## config.mk

```make
export PLATFORM = sky130hd
export DESIGN_NAME = serial_frame_rx_flat
export DESIGN_NICKNAME = d
export VERILOG_FILES = /design/src/rtl/serial_rx_pkg.sv /design/src/rtl/serial_frame_rx_if.sv /design/src/rtl/rx_shift_reg.sv /design/src/rtl/serial_frame_rx.sv /design/src/flat_wrapper.sv
export SDC_FILE = /design/constraint.sdc
export NUM_CORES = 1
export LEC_CHECK = 0
export ABC_CLOCK_PERIOD_IN_PS = 2650
export CAP_MARGIN = 40
export CORE_MARGIN = 8
export CORE_UTILIZATION = 46
export CTS_BUF_LIST = sky130_fd_sc_hd__clkbuf_16
export DETAILED_ROUTE_END_ITERATION = 16
export GPL_ROUTABILITY_DRIVEN = 0
export GPL_TIMING_DRIVEN = 0
export PLACE_DENSITY = 0.71
export SLEW_MARGIN = 10
export SYNTH_ARGS = -nofsm -noshare
export SYNTH_HDL_FRONTEND = slang
export SYNTH_SLANG_ARGS = --single-unit
export TNS_END_PERCENT = 20
```

## constraint.sdc

```tcl
create_clock -name clk -period 2.65 [get_ports clk]
set_input_delay 0.795 -clock clk [delete_from_list [all_inputs] [get_ports clk]]
set_output_delay 0.795 -clock clk [all_outputs]
set_load 0.03 [all_outputs]
```

## src/rtl/serial_rx_pkg.sv

```systemverilog
// Shared types and constants for the serial frame receiver.
package serial_rx_pkg;

  localparam int unsigned DataWDefault = 8;

  typedef enum logic [1:0] {StIdle, StData, StParity, StStop} rx_state_e;

  typedef enum logic {ParityEven, ParityOdd} parity_mode_e;

  localparam parity_mode_e ParityMode = ParityEven;

  // Seed for the running XOR so that a well-formed frame leaves it at 0.
  function automatic logic parity_seed(parity_mode_e mode);
    return mode == ParityOdd;
  endfunction

endpackage

```

## src/rtl/serial_frame_rx_if.sv

```systemverilog
// Output handshake bundle of the serial frame receiver.
interface serial_frame_rx_if
  import serial_rx_pkg::*;
#(
  parameter int unsigned DATA_W = DataWDefault
);

  logic [DATA_W-1:0] data_out;
  logic              out_valid;
  logic              out_ready;
  logic              parity_err;

  modport master (
    output data_out,
    output out_valid,
    output parity_err,
    input  out_ready
  );

  modport slave (
    input  data_out,
    input  out_valid,
    input  parity_err,
    output out_ready
  );

endinterface

```

## src/rtl/rx_shift_reg.sv

```systemverilog
// Enabled right-shifting payload register; new bits enter at the MSB.
module rx_shift_reg
  import serial_rx_pkg::*;
#(
  parameter int unsigned DATA_W = DataWDefault
) (
  input  logic              clk,
  input  logic              reset,
  input  logic              shift_i,
  input  logic              bit_i,
  output logic [DATA_W-1:0] data_o
);

  logic [DATA_W-1:0] data_q;

  always_ff @(posedge clk or negedge reset) begin
    if (!reset) begin
      data_q <= '0;
    end else if (shift_i) begin
      data_q <= {bit_i, data_q[DATA_W-1:1]};
    end
  end

  assign data_o = data_q;

endmodule

```

## src/rtl/serial_frame_rx.sv

```systemverilog
// Serial frame receiver: start, LSB-first payload, even parity, stop; registered
// valid/ready output with overrun and framing-error reporting.
module serial_frame_rx
  import serial_rx_pkg::*;
#(
  parameter int unsigned DATA_W = DataWDefault
) (
  input  logic                     clk,
  input  logic                     reset,
  input  logic                     ip,
  input  logic                     ip_en,
  serial_frame_rx_if.master        rx_out,
  output logic                     frame_err,
  output logic                     overrun
);

  localparam int unsigned CntW = $clog2(DATA_W + 1);
  localparam logic [CntW-1:0] LastBit = CntW'(DATA_W - 1);

  rx_state_e state_q, state_d;

  logic [CntW-1:0]   cnt_q, cnt_d;
  logic              par_q, par_d;
  logic [DATA_W-1:0] shift_data;
  logic              shift_en;
  logic              deliver;
  logic              accept;

  logic [DATA_W-1:0] data_q, data_d;
  logic              valid_q, valid_d;
  logic              perr_q, perr_d;
  logic              frame_err_q, frame_err_d;
  logic              overrun_q, overrun_d;

  rx_shift_reg #(
    .DATA_W (DATA_W)
  ) u_shift (
    .clk     (clk),
    .reset   (reset),
    .shift_i (shift_en),
    .bit_i   (ip),
    .data_o  (shift_data)
  );

  always_ff @(posedge clk or negedge reset) begin
    if (!reset) begin
      state_q <= StIdle;
    end else begin
      state_q <= state_d;
    end
  end

  always_comb begin
    state_d = state_q;
    if (ip_en) begin
      case (state_q)
        StIdle:   if (!ip) state_d = StData;
        StData:   if (cnt_q == LastBit) state_d = StParity;
        StParity: state_d = StStop;
        StStop:   state_d = StIdle;
        default:  state_d = StIdle;
      endcase
    end
  end

  always_comb begin
    cnt_d       = cnt_q;
    par_d       = par_q;
    data_d      = data_q;
    valid_d     = valid_q;
    perr_d      = perr_q;
    overrun_d   = overrun_q;
    shift_en    = ip_en && (state_q == StData);
    deliver     = ip_en && (state_q == StStop) && ip;
    frame_err_d = ip_en && (state_q == StStop) && !ip;
    accept      = valid_q && rx_out.out_ready;

    if (ip_en) begin
      case (state_q)
        StIdle: begin
          if (!ip) begin
            cnt_d = '0;
            par_d = parity_seed(ParityMode);
          end
        end
        StData: begin
          cnt_d = cnt_q + 1'b1;
          par_d = par_q ^ ip;
        end
        StParity: par_d = par_q ^ ip;
        default: ;
      endcase
    end

    // A frame landing on an accepting edge replaces the outgoing one seamlessly.
    if (deliver && (!valid_q || accept)) begin
      data_d  = shift_data;
      perr_d  = par_q;
      valid_d = 1'b1;
    end else if (deliver) begin
      overrun_d = 1'b1;
    end else if (accept) begin
      valid_d = 1'b0;
    end
  end

  always_ff @(posedge clk or negedge reset) begin
    if (!reset) begin
      cnt_q       <= '0;
      par_q       <= 1'b0;
      data_q      <= '0;
      valid_q     <= 1'b0;
      perr_q      <= 1'b0;
      frame_err_q <= 1'b0;
      overrun_q   <= 1'b0;
    end else begin
      cnt_q       <= cnt_d;
      par_q       <= par_d;
      data_q      <= data_d;
      valid_q     <= valid_d;
      perr_q      <= perr_d;
      frame_err_q <= frame_err_d;
      overrun_q   <= overrun_d;
    end
  end

  assign rx_out.data_out   = data_q;
  assign rx_out.out_valid  = valid_q;
  assign rx_out.parity_err = perr_q;
  assign frame_err         = frame_err_q;
  assign overrun           = overrun_q;

endmodule

```

## src/flat_wrapper.sv

```systemverilog
// flat-port wrapper written by rule: the top's interface ports become plain ports
module serial_frame_rx_flat import serial_rx_pkg::*;
#(
  parameter int unsigned DATA_W = DataWDefault
)
  (clk, reset, ip, ip_en, frame_err, overrun, rx_out_data_out, rx_out_out_valid, rx_out_parity_err, rx_out_out_ready);
  serial_frame_rx_if #(.DATA_W(DATA_W)) rx_out_i ();
  input  logic clk;
  input  logic reset;
  input  logic ip;
  input  logic ip_en;
  output logic frame_err;
  output logic overrun;
  output wire logic [$bits(rx_out_i.data_out)-1:0] rx_out_data_out;
  output wire logic [$bits(rx_out_i.out_valid)-1:0] rx_out_out_valid;
  output wire logic [$bits(rx_out_i.parity_err)-1:0] rx_out_parity_err;
  input wire logic [$bits(rx_out_i.out_ready)-1:0] rx_out_out_ready;
  assign rx_out_data_out = rx_out_i.data_out;
  assign rx_out_out_valid = rx_out_i.out_valid;
  assign rx_out_parity_err = rx_out_i.parity_err;
  assign rx_out_i.out_ready = rx_out_out_ready;
  serial_frame_rx #(.DATA_W(DATA_W)) u_core (.clk(clk), .reset(reset), .ip(ip), .ip_en(ip_en), .rx_out(rx_out_i), .frame_err(frame_err), .overrun(overrun));
endmodule
```

==> summary.md, run 1 <==
| Metric | Value |
|---|---|
| Cells after synthesis | `92` |
| GRT Util Overall | `10.4%` |
| Pwr per Cell Area | `1200 nW/um2` |
| Chip Width | `67.9 um` |
| Area grow syn2layout | `22.1%` |
| Switching pwr | `635 uW` |
| Syn avg cell area | `13.5 um2` |
| Max-Cap Viols | `0` |
| Cts repair resizes | `0` |
| Vias in the first global route | `827` |
| Die area | `4620 um2` |
| Hpwl dp | `1.53 mm` |
| Mapped Nets | `102` |
| Final Util | `56.9%` |
| Int Pwr | `1.18 mW` |
| Top-area cell type share of the netlist area | `54.4%` |
| Relative slew slack | `71.7%` |
| ANT cells | `0` |
| Sw Ratio | `34.9%` |
| Critical path's largest stage delay | `0.67 ns` |
| Post-synth ARST share | `100%` |
| Clock transition at path regs | `0.06 ns` |
| Layout cells sized above 1 | `30.6%` |
| Mapped Area | `1240 um2` |
| Post-route ant nets | `0` |
| Die Ht | `67.9 um` |
| # fillers | `220` |
| Outcome | `finished, final reports clean` |
| Core area | `2660 um2` |
| Synth Warn # | `0` |
| Cell Rows | `19` |
| FF+latch count, synth | `27` |
| Comb power frac | `42.1%` |
| Crit end category | `output port` |
| Post-synth cell types | `31` |
| Maximum root-to-sink buffer count | `2` |
| Worst-Margin Slew | `0.423 ns` |
| Startpoint types | `flip-flop` |
| Worst setup margin | `0.567 ns` |
| DRC | `0` |
| Pin count of the biggest net entering global routing | `20` |
| Worst r2r dst | `u_core.cnt_q[3]` |
| Crit path cell chain | `clkdlybuf4s50_1` |
| Reg power frac | `39.5%` |
| Setup crit start | `u_core.rx_out.data_out[7]` |
| Largest delay share family, worst path | `buffers and inverters` |
| Worst EP arrival | `1.29 ns` |
| R2R setup slack | `1.05 ns` |
| Postcts setup bufs | `0` |
| Total gr overflow | `0` |
| Place WS | `0.471 ns` |
| RSZ-0062 raised after global routing | `no` |
| WHS Path Cells | `1` |
| Final hold vios | `0` |
| Largest cells by area after synthesis | `dfrtp_1 54%, mux2_2 16%, ha_1 5.0%, nand4bb_1 1.8%, nor3b_1 1.8%` |
| Layout Nets | `122` |
| Max frequency | `480 MHz` |
| Total power | `1.82 mW` |
| Area leader, netlist | `dfrtp_1` |
| # IOs | `17` |
| VDD IR-drop max | `0.751 mV` |
| CTS Buf Count | `3` |
| Main flop type after synthesis | `dfrtp_1` |
| Initial DRC count | `28` |
| Per-cell routed wire length | `14.5 um` |
| CTS Root Cell | `clkbuf_16` |
| CP Class | `reg2out` |
| WL final | `2.06 mm` |
| Final setup violation count | `0` |
| Placed cells | `138` |
| Initial antenna violation count | `0` |
| Final Instance Count excl. Fillers | `142` |
| Final worst path period share | `78.6%` |
| Hold wc startpoint | `u_core.overrun` |
| Total number of vias | `770` |
| Clk Latency, worst-skew pair | `0.26 ns` |
| Initial Util | `46.6%` |
| Vias/cell | `5.42` |
| Worst path bufs/invs | `1` |
| Slowest cell on crit path | `clkdlybuf4s50_1` |
| Number of enable flip-flop cells after synthesis | `0` |
| First-pass GRT wire length | `3.65 mm` |
| Clock Power Share | `18.4%` |
| Cts hold-fix bufs | `0` |
| CP required | `1.86 ns` |
| Post-placement cell area | `1440 um2` |
| Hold Path Class | `reg2reg` |
| R2R cell count | `5` |
| Fraction of the yosys area taken by sequential cells | `54.4%` |
| IO buf count | `14` |
| Final instance area | `1520 um2` |
| P_leak | `0.693 nW` |
| Sink Count | `27` |
| Hold WS | `0.485 ns` |
| RR Startpoint | `u_core.state_q[0]` |
| Final Max Slew Viols | `0` |
| Tmin final | `2.08 ns` |
| DR pass1 iterations | `4` |
| CTS tree | `built` |
| Depth of the CTS H-tree | `1` |
| CP max FO | `2` |
| Hold EP | `u_core.overrun` |
| Fin Setup TNS | `0 ns` |
| Clock Skews | `0.00234 ns` |
## cells in the final DEF (no fill, tap or decap), types with 2 or more instances in the layout
cell type	count
clkbuf_16	3
dfrtp_1	27
nand2_1	3
nor3b_1	3
ha_1	5
mux2_2	18
o21ai_0	4
nand3_2	2
buf_4	2
inv_1	4
a21oi_1	2
clkdlybuf4s50_1	14
nand4bb_1	2
## worst max-delay path by stage
stage / end / slack, ns / cells after the start
after detailed placement: u_core.rx_out.data_out[6] / 0.47 / 5
after global routing: rx_out_data_out[0] / 0.52 / 1
final: rx_out_data_out[7] / 0.57 / 1
after CTS: rx_out_out_valid / 0.55 / 1
after floorplan: u_core.rx_out.data_out[0] / 0.88 / 5
after global placement: u_core.cnt_q[2] / 0.42 / 1
## per-layer routing
metal	global-route usage [%]	vias up	wire, um
met5	0	-	0
met4	6.14	0	48
met3	3.11	5	105
met2	16.8	14	977
met1	12.0	382	931
li1	-	369	-
## kinds of logic after synthesis
family | count (synthesis) | share of synthesized area (%)
adder cells (fa/ha/maj) | 5 | 5.04
AO/OA/AOI/OAI | 14 | 8.57
flip-flops | 27 | 54.4
AND/OR/NAND/NOR | 18 | 10.4
buffers and inverters | 8 | 3.22
multiplexers | 20 | 18.3
## area by class of cell
| cell class | count | area, um2 | area share, % |
|---|---|---|---|
| Tap cell | 31 | 38.8 | 2.56 |
| Buffer | 4 | 25.0 | 1.65 |
| Clock inverter | 1 | 5.00 | 0.330 |
| Clock buffer | 3 | 75.1 | 4.95 |
| Timing Repair Buffer | 15 | 155 | 10.2 |
| Inverter | 4 | 15.0 | 0.991 |
| Sequential cell | 27 | 676 | 44.6 |
| Multi-Input combinational cell | 57 | 526 | 34.7 |
## Yosys cell counts (2+ instances only)
library cell  number
inv_1              4
nand4bb_1          2
o21ai_0            4
nor3b_1            3
mux2_2            18
nand2_1            3
nand3_2            2
buf_4              2
dfrtp_1           27
ha_1               5
a21oi_1            2
## power groups by stage
| stage | clock (mW) | sequential (mW) | combinational (mW) |
|---|---|---|---|
| after detailed placement | 0 | 0.725 | 0.777 |
| after global placement | 0 | 0.715 | 0.753 |
| after global routing | 0.368 | 0.747 | 0.837 |
| after floorplan | 0 | 0.839 | 0.403 |
| after CTS | 0.349 | 0.718 | 0.780 |
| final | 0.335 | 0.718 | 0.766 |
## flip-flops by register name (all words and copies together) (netlist names)
register,cells
u_core.state_q,2
u_core.overrun,1
u_core.rx_out.parity_err,1
u_core.par_q,1
u_core.cnt_q,4
u_core.u_shift.data_o,8
u_core.frame_err,1
u_core.rx_out.data_out,8
u_core.rx_out.out_valid,1
Power figures use the tool's default switching activity.
==> inputs of run 2 (changes only) <==
Settings changed: ABC_CLOCK_PERIOD_IN_PS 2650 to 1820, PLACE_DENSITY 0.71 to 0.73.
Clock period 2.65 ns to 1.82 ns, I/O delays scaled along.
==> run 2 against run 1 <==
Clock skew about the same. Design area down 0.74%. Global-route usage down 0.24 points. Non-clock buffer count unchanged. Largest cell class unchanged. Core utilization down 0.42 points. Sequential cell count unchanged. Largest power group unchanged. Worst setup slack worse by 0.53 ns. Final cell count unchanged. Critical path depth unchanged.
==> summary.md, run 2 (synthesized netlist as in run 1, its figures left out) <==
| Metric | Value |
|---|---|
| Outcome | `finished, final reports clean (unchanged)` |
| Pwr per Cell Area | `1730 nW/um2 (was 1200 nW/um2)` |
| Clock Skews | `0.00233 ns (was 0.00234 ns)` |
| Startpoint types | `flip-flop (unchanged)` |
| Pin count of the biggest net entering global routing | `17 (was 20)` |
| Total gr overflow | `0 (unchanged)` |
| Critical path's largest stage delay | `0.66 ns (was 0.67 ns)` |
| R2R cell count | `5 (unchanged)` |
| Tmin final | `1.78 ns` |
| Layout Nets | `122 (unchanged)` |
| Crit path cell chain | `clkdlybuf4s50_1 (unchanged)` |
| Initial DRC count | `15 (was 28)` |
| Clk Latency, worst-skew pair | `0.26 ns (about the same)` |
| Max frequency | `561 MHz` |
| Largest delay share family, worst path | `buffers and inverters (unchanged)` |
| Postcts setup bufs | `0 (unchanged)` |
| Total number of vias | `776 (was 770)` |
| Die Ht | `67.9 um (unchanged)` |
| DRC | `0 (unchanged)` |
| DR pass1 iterations | `4 (unchanged)` |
| Final Max Slew Viols | `0 (unchanged)` |
| Vias in the first global route | `847 (was 827)` |
| Worst path depth | `1 (unchanged)` |
| GRT Util Overall | `10.2% (was 10.4%)` |
| WHS Path Cells | `1 (unchanged)` |
| CP Class | `reg2out (unchanged)` |
| Total power | `2.60 mW (was 1.82 mW)` |
| Area grow syn2layout | `21.2% (was 22.1%)` |
| ANT cells | `0 (unchanged)` |
| CTS Buf Count | `3 (unchanged)` |
| Maximum root-to-sink buffer count | `2 (unchanged)` |
| Max-Cap Viols | `0 (unchanged)` |
| Core area | `2660 um2 (unchanged)` |
| CTS Root Cell | `clkbuf_16 (unchanged)` |
| Chip Width | `67.9 um (unchanged)` |
| Clock transition at path regs | `0.07 ns (was 0.06 ns)` |
| IO buf count | `14 (unchanged)` |
| # IOs | `17 (unchanged)` |
| First-pass GRT wire length | `3.66 mm (was 3.65 mm)` |
| RSZ-0062 raised after global routing | `no (unchanged)` |
| Hpwl dp | `1.56 mm (was 1.53 mm)` |
| Final setup violation count | `0 (unchanged)` |
| P_leak | `0.725 nW (was 0.693 nW)` |
| Worst-Margin Slew | `0.669 ns (was 0.423 ns)` |
| Layout cells sized above 1 | `30.6% (unchanged)` |
| Die area | `4620 um2 (unchanged)` |
| WL final | `2.15 mm (was 2.06 mm)` |
| CP required | `1.27 ns (was 1.86 ns)` |
| Per-cell routed wire length | `15.1 um (was 14.5 um)` |
| VDD IR-drop max | `0.950 mV (was 0.751 mV)` |
| Most frequent cells in the layout | `27 x dfrtp_1, 18 x mux2_2, 11 x dlygate4sd2_1 (was 27 x dfrtp_1, 18 x mux2_2, 14 x clkdlybuf4s50_1)` |
| Fin Setup TNS | `0 ns (unchanged)` |
| Slowest cell on crit path | `clkdlybuf4s50_1 (unchanged)` |
| Worst path bufs/invs | `1 (unchanged)` |
| Cell Rows | `19 (unchanged)` |
| Cts hold-fix bufs | `0 (unchanged)` |
| CP max FO | `1 (was 2)` |
| Sink Count | `27 (unchanged)` |
| Vias/cell | `5.46 (was 5.42)` |
| Initial antenna violation count | `0 (unchanged)` |
| Relative slew slack | `55.3% (was 71.7%)` |
| Post-route ant nets | `0 (unchanged)` |
| Most common cell after layout, fill and taps aside | `dfrtp_1 (unchanged)` |
| Depth of the CTS H-tree | `1 (unchanged)` |
| Worst EP arrival | `1.24 ns (was 1.29 ns)` |
| CTS tree | `built (unchanged)` |
| Hold Path Class | `reg2reg (unchanged)` |
| Crit end category | `output port (unchanged)` |
| Final hold vios | `0 (unchanged)` |
| Initial Util | `46.6% (unchanged)` |
| Final worst path period share | `97.9%` |
| Cts repair resizes | `11 (was 0)` |
==> run 2: cell types whose count changed in the layout (fill, tap and decap cells not counted), sizes merged <==
cell	change
dlygate4sd2	+11
clkdlybuf4s50	-11
clkinvlp	+1
clkinv	-1
==> run 2: area by class of cell <==
class,instances,area [um2]
multi-input combinational,57,526
fill,233,1160
timing repair buffer,15,141
tap,31,38.8
inverter,4,15.0
buffer,4,25.0
sequential,27,676
clock inverter,1,7.51
clock buffer,3,75.1
==> run 2: metrics by stage <==
step	hold slack, ns	worst slack (ns)	util, %	area (um2)	std cells
2_1_floorplan	0.250	0.295	-	1240	92
3_3_place_gp	0.461	-0.154	53.3	1420	137
3_5_place_dp	0.474	-0.103	53.9	1440	138
4_1_cts	0.488	0.0304	56.5	1500	142
5_1_grt	0.498	0.0101	56.5	1500	142
6_report	0.489	0.0387	56.5	1500	142
==> run 2: path summary, 6_finish.rpt <==
| path | start | to | slack (ns) |
|---|---|---|---|
| min in group asynchronous | reset | u_core.rx_out.data_out[0] | 0.70 |
| max in group asynchronous | reset | u_core.u_shift.data_o[1] | 0.60 |
| max reg2reg | u_core.state_q[0] | u_core.cnt_q[3] | 0.26 |
| max | u_core.frame_err | frame_err | 0.04 |
| min reg2reg | u_core.overrun | u_core.overrun | 0.49 |
| min | u_core.overrun | u_core.overrun | 0.49 |
==> run 2: metal layers <==
metal | part of all wire (%) | track usage (%) | vias up
met2 | 51 | 18.3 | 9
li1 | - | - | 368
met5 | 0 | 0 | -
met4 | 0.98 | 3.84 | 0
met3 | 4.0 | 2.45 | 2
met1 | 44 | 11.4 | 397
==> run 2: power breakdown <==
group	internal (mW)	switching (mW)	total [mW]
registers	0.861	0.175	1.04
clock network	0.298	0.199	0.497
logic	0.496	0.569	1.07
total	1.66	0.944	2.60
==> inputs of run 3 (changes only) <==
Settings changed: ABC_AREA set to 1, PLACE_DENSITY 0.73 to 0.74.
==> run 3 against run 2 <==
Power decreased by 13%. Sequential share of layout area is 0.49 points higher. Sequential power shrank 12%. Critical path depth increased by 6. Routed wire length up 2.8%. Synthesized cell count rose by 41%. Largest power group is now registers. Highest routed layer unchanged.
==> summary.md, run 3 <==
| Metric | Value |
|---|---|
| CP required | `1.98 ns (was 1.27 ns)` |
| Maximum root-to-sink buffer count | `2 (unchanged)` |
| First-pass GRT wire length | `3.66 mm (about the same)` |
| Place WS | `-0.0642 ns (was -0.103 ns)` |
| GRT Util Overall | `10.3% (was 10.2%)` |
| Final setup violation count | `0 (unchanged)` |
| Die area | `4520 um2 (was 4620 um2)` |
| Clock Skews | `0.00378 ns (was 0.00233 ns)` |
| Area leader, netlist | `dfrtp_1 (unchanged)` |
| Worst setup margin | `0.231 ns (was 0.0387 ns)` |
| Cts hold-fix bufs | `0 (unchanged)` |
| Slowest cell on crit path | `clkdlybuf4s50_1 (unchanged)` |
| Post-synth cell types | `16 (was 31)` |
| Crit path cell chain | `clkdlybuf4s50_1, nand3_2, nor2_2, inv_2, buf_6, nand2_1, o21ai_2 (was clkdlybuf4s50_1)` |
| Max frequency | `629 MHz (was 561 MHz)` |
| Outcome | `finished, final reports clean (unchanged)` |
| Number of enable flip-flop cells after synthesis | `0 (unchanged)` |
| Vias in the first global route | `865 (was 847)` |
| Initial DRC count | `36 (was 15)` |
| Post-synth ARST share | `100% (unchanged)` |
| Mapped Nets | `140 (was 102)` |
| Largest cells by area after synthesis | `dfrtp_1 56%, nand2_1 12%, inv_1 5.9%, o21ai_2 5.8%, ha_1 5.2% (was dfrtp_1 54%, mux2_2 16%, ha_1 5.0%, nand4bb_1 1.8%, nor3b_1 1.8%)` |
| Initial Util | `48.7% (was 46.6%)` |
| CTS Root Cell | `clkbuf_16 (unchanged)` |
| FF+latch count, synth | `27 (unchanged)` |
| Startpoint types | `primary input (was flip-flop)` |
| Pwr per Cell Area | `1520 nW/um2 (was 1730 nW/um2)` |
| Main flop type after synthesis | `dfrtp_1 (unchanged)` |
| Syn avg cell area | `9.29 um2 (was 13.5 um2)` |
| Worst-Margin Slew | `0.630 ns (was 0.669 ns)` |
| Hpwl dp | `1.69 mm (was 1.56 mm)` |
| Tmin final | `1.59 ns (was 1.78 ns)` |
| Layout Nets | `162 (was 122)` |
| ANT cells | `0 (unchanged)` |
| Top-area cell type share of the netlist area | `56.0% (was 54.4%)` |
| Total power | `2.27 mW (was 2.60 mW)` |
| RSZ-0062 raised after global routing | `no (unchanged)` |
| Pin count of the biggest net entering global routing | `17 (unchanged)` |
| Hold EP | `u_core.rx_out.data_out[0] (was u_core.overrun)` |
| CTS tree | `built (unchanged)` |
| CP max FO | `10 (was 1)` |
| Post-route ant nets | `0 (unchanged)` |
| Initial antenna violation count | `0 (unchanged)` |
| R2R cell count | `6 (was 5)` |
| Sink Count | `27 (unchanged)` |
| R2R setup slack | `0.34 ns (was 0.26 ns)` |
| Core area | `2480 um2 (was 2660 um2)` |
| Total gr overflow | `0 (unchanged)` |
| Cells after synthesis | `130 (was 92)` |
| Cell Rows | `18 (was 19)` |
| Final Max Slew Viols | `0 (unchanged)` |
| Max-Cap Viols | `0 (unchanged)` |
| WL final | `2.21 mm (was 2.15 mm)` |
| Crit end category | `flip-flop (was output port)` |
| WHS Path Cells | `2 (was 1)` |
| Hold WS | `0.474 ns (was 0.489 ns)` |
| Top post-synthesis cells by count | `39 x nand2_1, 27 x dfrtp_1, 19 x inv_1, 11 x o21ai_0, 8 x o21ai_2 (was 27 x dfrtp_1, 18 x mux2_2, 5 x ha_1, 4 x inv_1, 4 x o21ai_0)` |
| Flip-flop and latch area | `676 um2 (unchanged)` |
| Per-cell routed wire length | `12.2 um (was 15.1 um)` |
| IO buf count | `16 (was 14)` |
| Mapped Area | `1210 um2 (was 1240 um2)` |
| # fillers | `230 (was 233)` |
| Vias/cell | `4.90 (was 5.46)` |
| Relative slew slack | `57.8% (was 55.3%)` |
| Clk Latency, worst-skew pair | `0.26 ns (about the same)` |
| Hold Path Class | `reg2reg (unchanged)` |
| Chip Width | `67.2 um (was 67.9 um)` |
| Most frequent cell after synthesis | `nand2_1 (was dfrtp_1)` |
| Layout cells sized above 1 | `11.9% (was 30.6%)` |
| Fraction of the yosys area taken by sequential cells | `56.0% (was 54.4%)` |
| P_leak | `0.786 nW (was 0.725 nW)` |
| Post-placement cell area | `1420 um2 (was 1440 um2)` |
| Clock transition at path regs | `0.07 ns (about the same)` |
| Area grow syn2layout | `23.2% (was 21.2%)` |
| DR pass1 iterations | `4 (unchanged)` |
| Die Ht | `67.2 um (was 67.9 um)` |
| Hold wc startpoint | `u_core.rx_out.data_out[0] (was u_core.overrun)` |
| RR Startpoint | `u_core.state_q[1] (was u_core.state_q[0])` |
| Total number of vias | `886 (was 776)` |
| Most frequent cells in the layout | `39 x nand2_1, 27 x dfrtp_1, 19 x inv_1 (was 27 x dfrtp_1, 18 x mux2_2, 11 x dlygate4sd2_1)` |
| DRC | `0 (unchanged)` |
| Depth of the CTS H-tree | `1 (unchanged)` |
| Final worst path period share | `87.3% (was 97.9%)` |
| Synth Warn # | `0 (unchanged)` |
| Critical path's largest stage delay | `0.56 ns (was 0.66 ns)` |
| Worst r2r dst | `u_core.u_shift.data_o[3] (was u_core.cnt_q[3])` |
| Worst EP arrival | `1.75 ns (was 1.24 ns)` |
| CP Class | `in2reg (was reg2out)` |
| Final instance area | `1490 um2 (was 1500 um2)` |
| Area taken by multi-input logic gates | `434 um2 (was 526 um2)` |
| Final hold vios | `0 (unchanged)` |
| VDD IR-drop max | `0.945 mV (was 0.950 mV)` |
| CTS Buf Count | `3 (unchanged)` |
| # IOs | `17 (unchanged)` |
| Most common cell after layout, fill and taps aside | `nand2_1 (was dfrtp_1)` |
==> run 3: changes by cell type in the layout (fill, tap and decap cells not counted), moves of 3 or more <==
cell / before / now
mux2_2: 18 / 0
nor2_1: 1 / 4
o21ai_0: 4 / 11
nor3b_1: 3 / 0
inv_1: 4 / 19
nand2_1: 3 / 39
o21ai_2: 0 / 8
nand3_1: 0 / 7
==> run 3: final cells by class <==
cell class | count | area share [%]
clock buffer | 3 | 5.05
clock inverter | 1 | 0.505
tap | 30 | 2.52
sequential | 27 | 45.4
buffer | 2 | 1.51
multi-input combinational | 81 | 29.2
timing repair buffer | 17 | 10.8
inverter | 20 | 5.05
==> run 3: worst max-delay path by stage <==
stage,start,to,slack [ns]
6_report,ip,u_core.rx_out.data_out[6],0.23
4_1_cts,ip,u_core.rx_out.data_out[6],0.21
2_1_floorplan,u_core.state_q[1],u_core.u_shift.data_o[3],0.57
3_5_place_dp,ip,u_core.rx_out.data_out[6],-0.06
3_3_place_gp,reset,u_core.state_q[1],-0.15
5_1_grt,ip_en,u_core.rx_out.data_out[0],0.13
==> run 3: worst max-delay path: cells and delay by family <==
kind	cells	cell delay, ns
buffers and inverters	3	0.81
and+or+nand+nor	3	0.32
AOI/OAI and AO/OA	1	0.05
==> run 3: power breakdown <==
group / total [mW] / leakage (nW) / internal, mW / switching, mW
Combinational: 0.848 / 0.388 / 0.295 / 0.552
Sequential: 0.917 / 0.361 / 0.796 / 0.120
Clock: 0.504 / 0.0371 / 0.298 / 0.206
Total: 2.27 / 0.786 / 1.39 / 0.878
==> run 3: per-layer routing <==
layer | vias to the layer above | GRT usage (%) | part of all wire (%)
met4 | 0 | 3.92 | 0.54
met5 | - | 0 | 0
met2 | 12 | 18.4 | 50
met1 | 422 | 11.5 | 44
met3 | 2 | 2.65 | 5.6
li1 | 450 | - | -
==> run 3: metrics by stage <==
| stage | std cells | TNS, ns | utilization [%] |
|---|---|---|---|
| after floorplan | 130 | 0 | - |
| after global placement | 176 | -3.98 | 56.7 |
| after detailed placement | 177 | -0.135 | 57.3 |
| after CTS | 181 | 0 | 60.1 |
| after global routing | 181 | 0 | 60.1 |
| final | 181 | 0 | 60.1 |
==> run 3: repair_timing <==
item | in CTS | in global routing
gates resized for setup | 12 | 0
buffers inserted | 0 | 0
endpoints found under the setup margin | 12 | 0
==> run 3: kinds of logic after synthesis <==
group / Yosys count / share of synthesized area (%)
AO/OA/AOI/OAI: 20 / 11.0
adder cells (fa/ha/maj): 5 / 5.18
buffers and inverters: 22 / 8.08
XOR/XNOR: 1 / 0.726
flip-flops: 27 / 56.0
AND/OR/NAND/NOR: 55 / 19.1
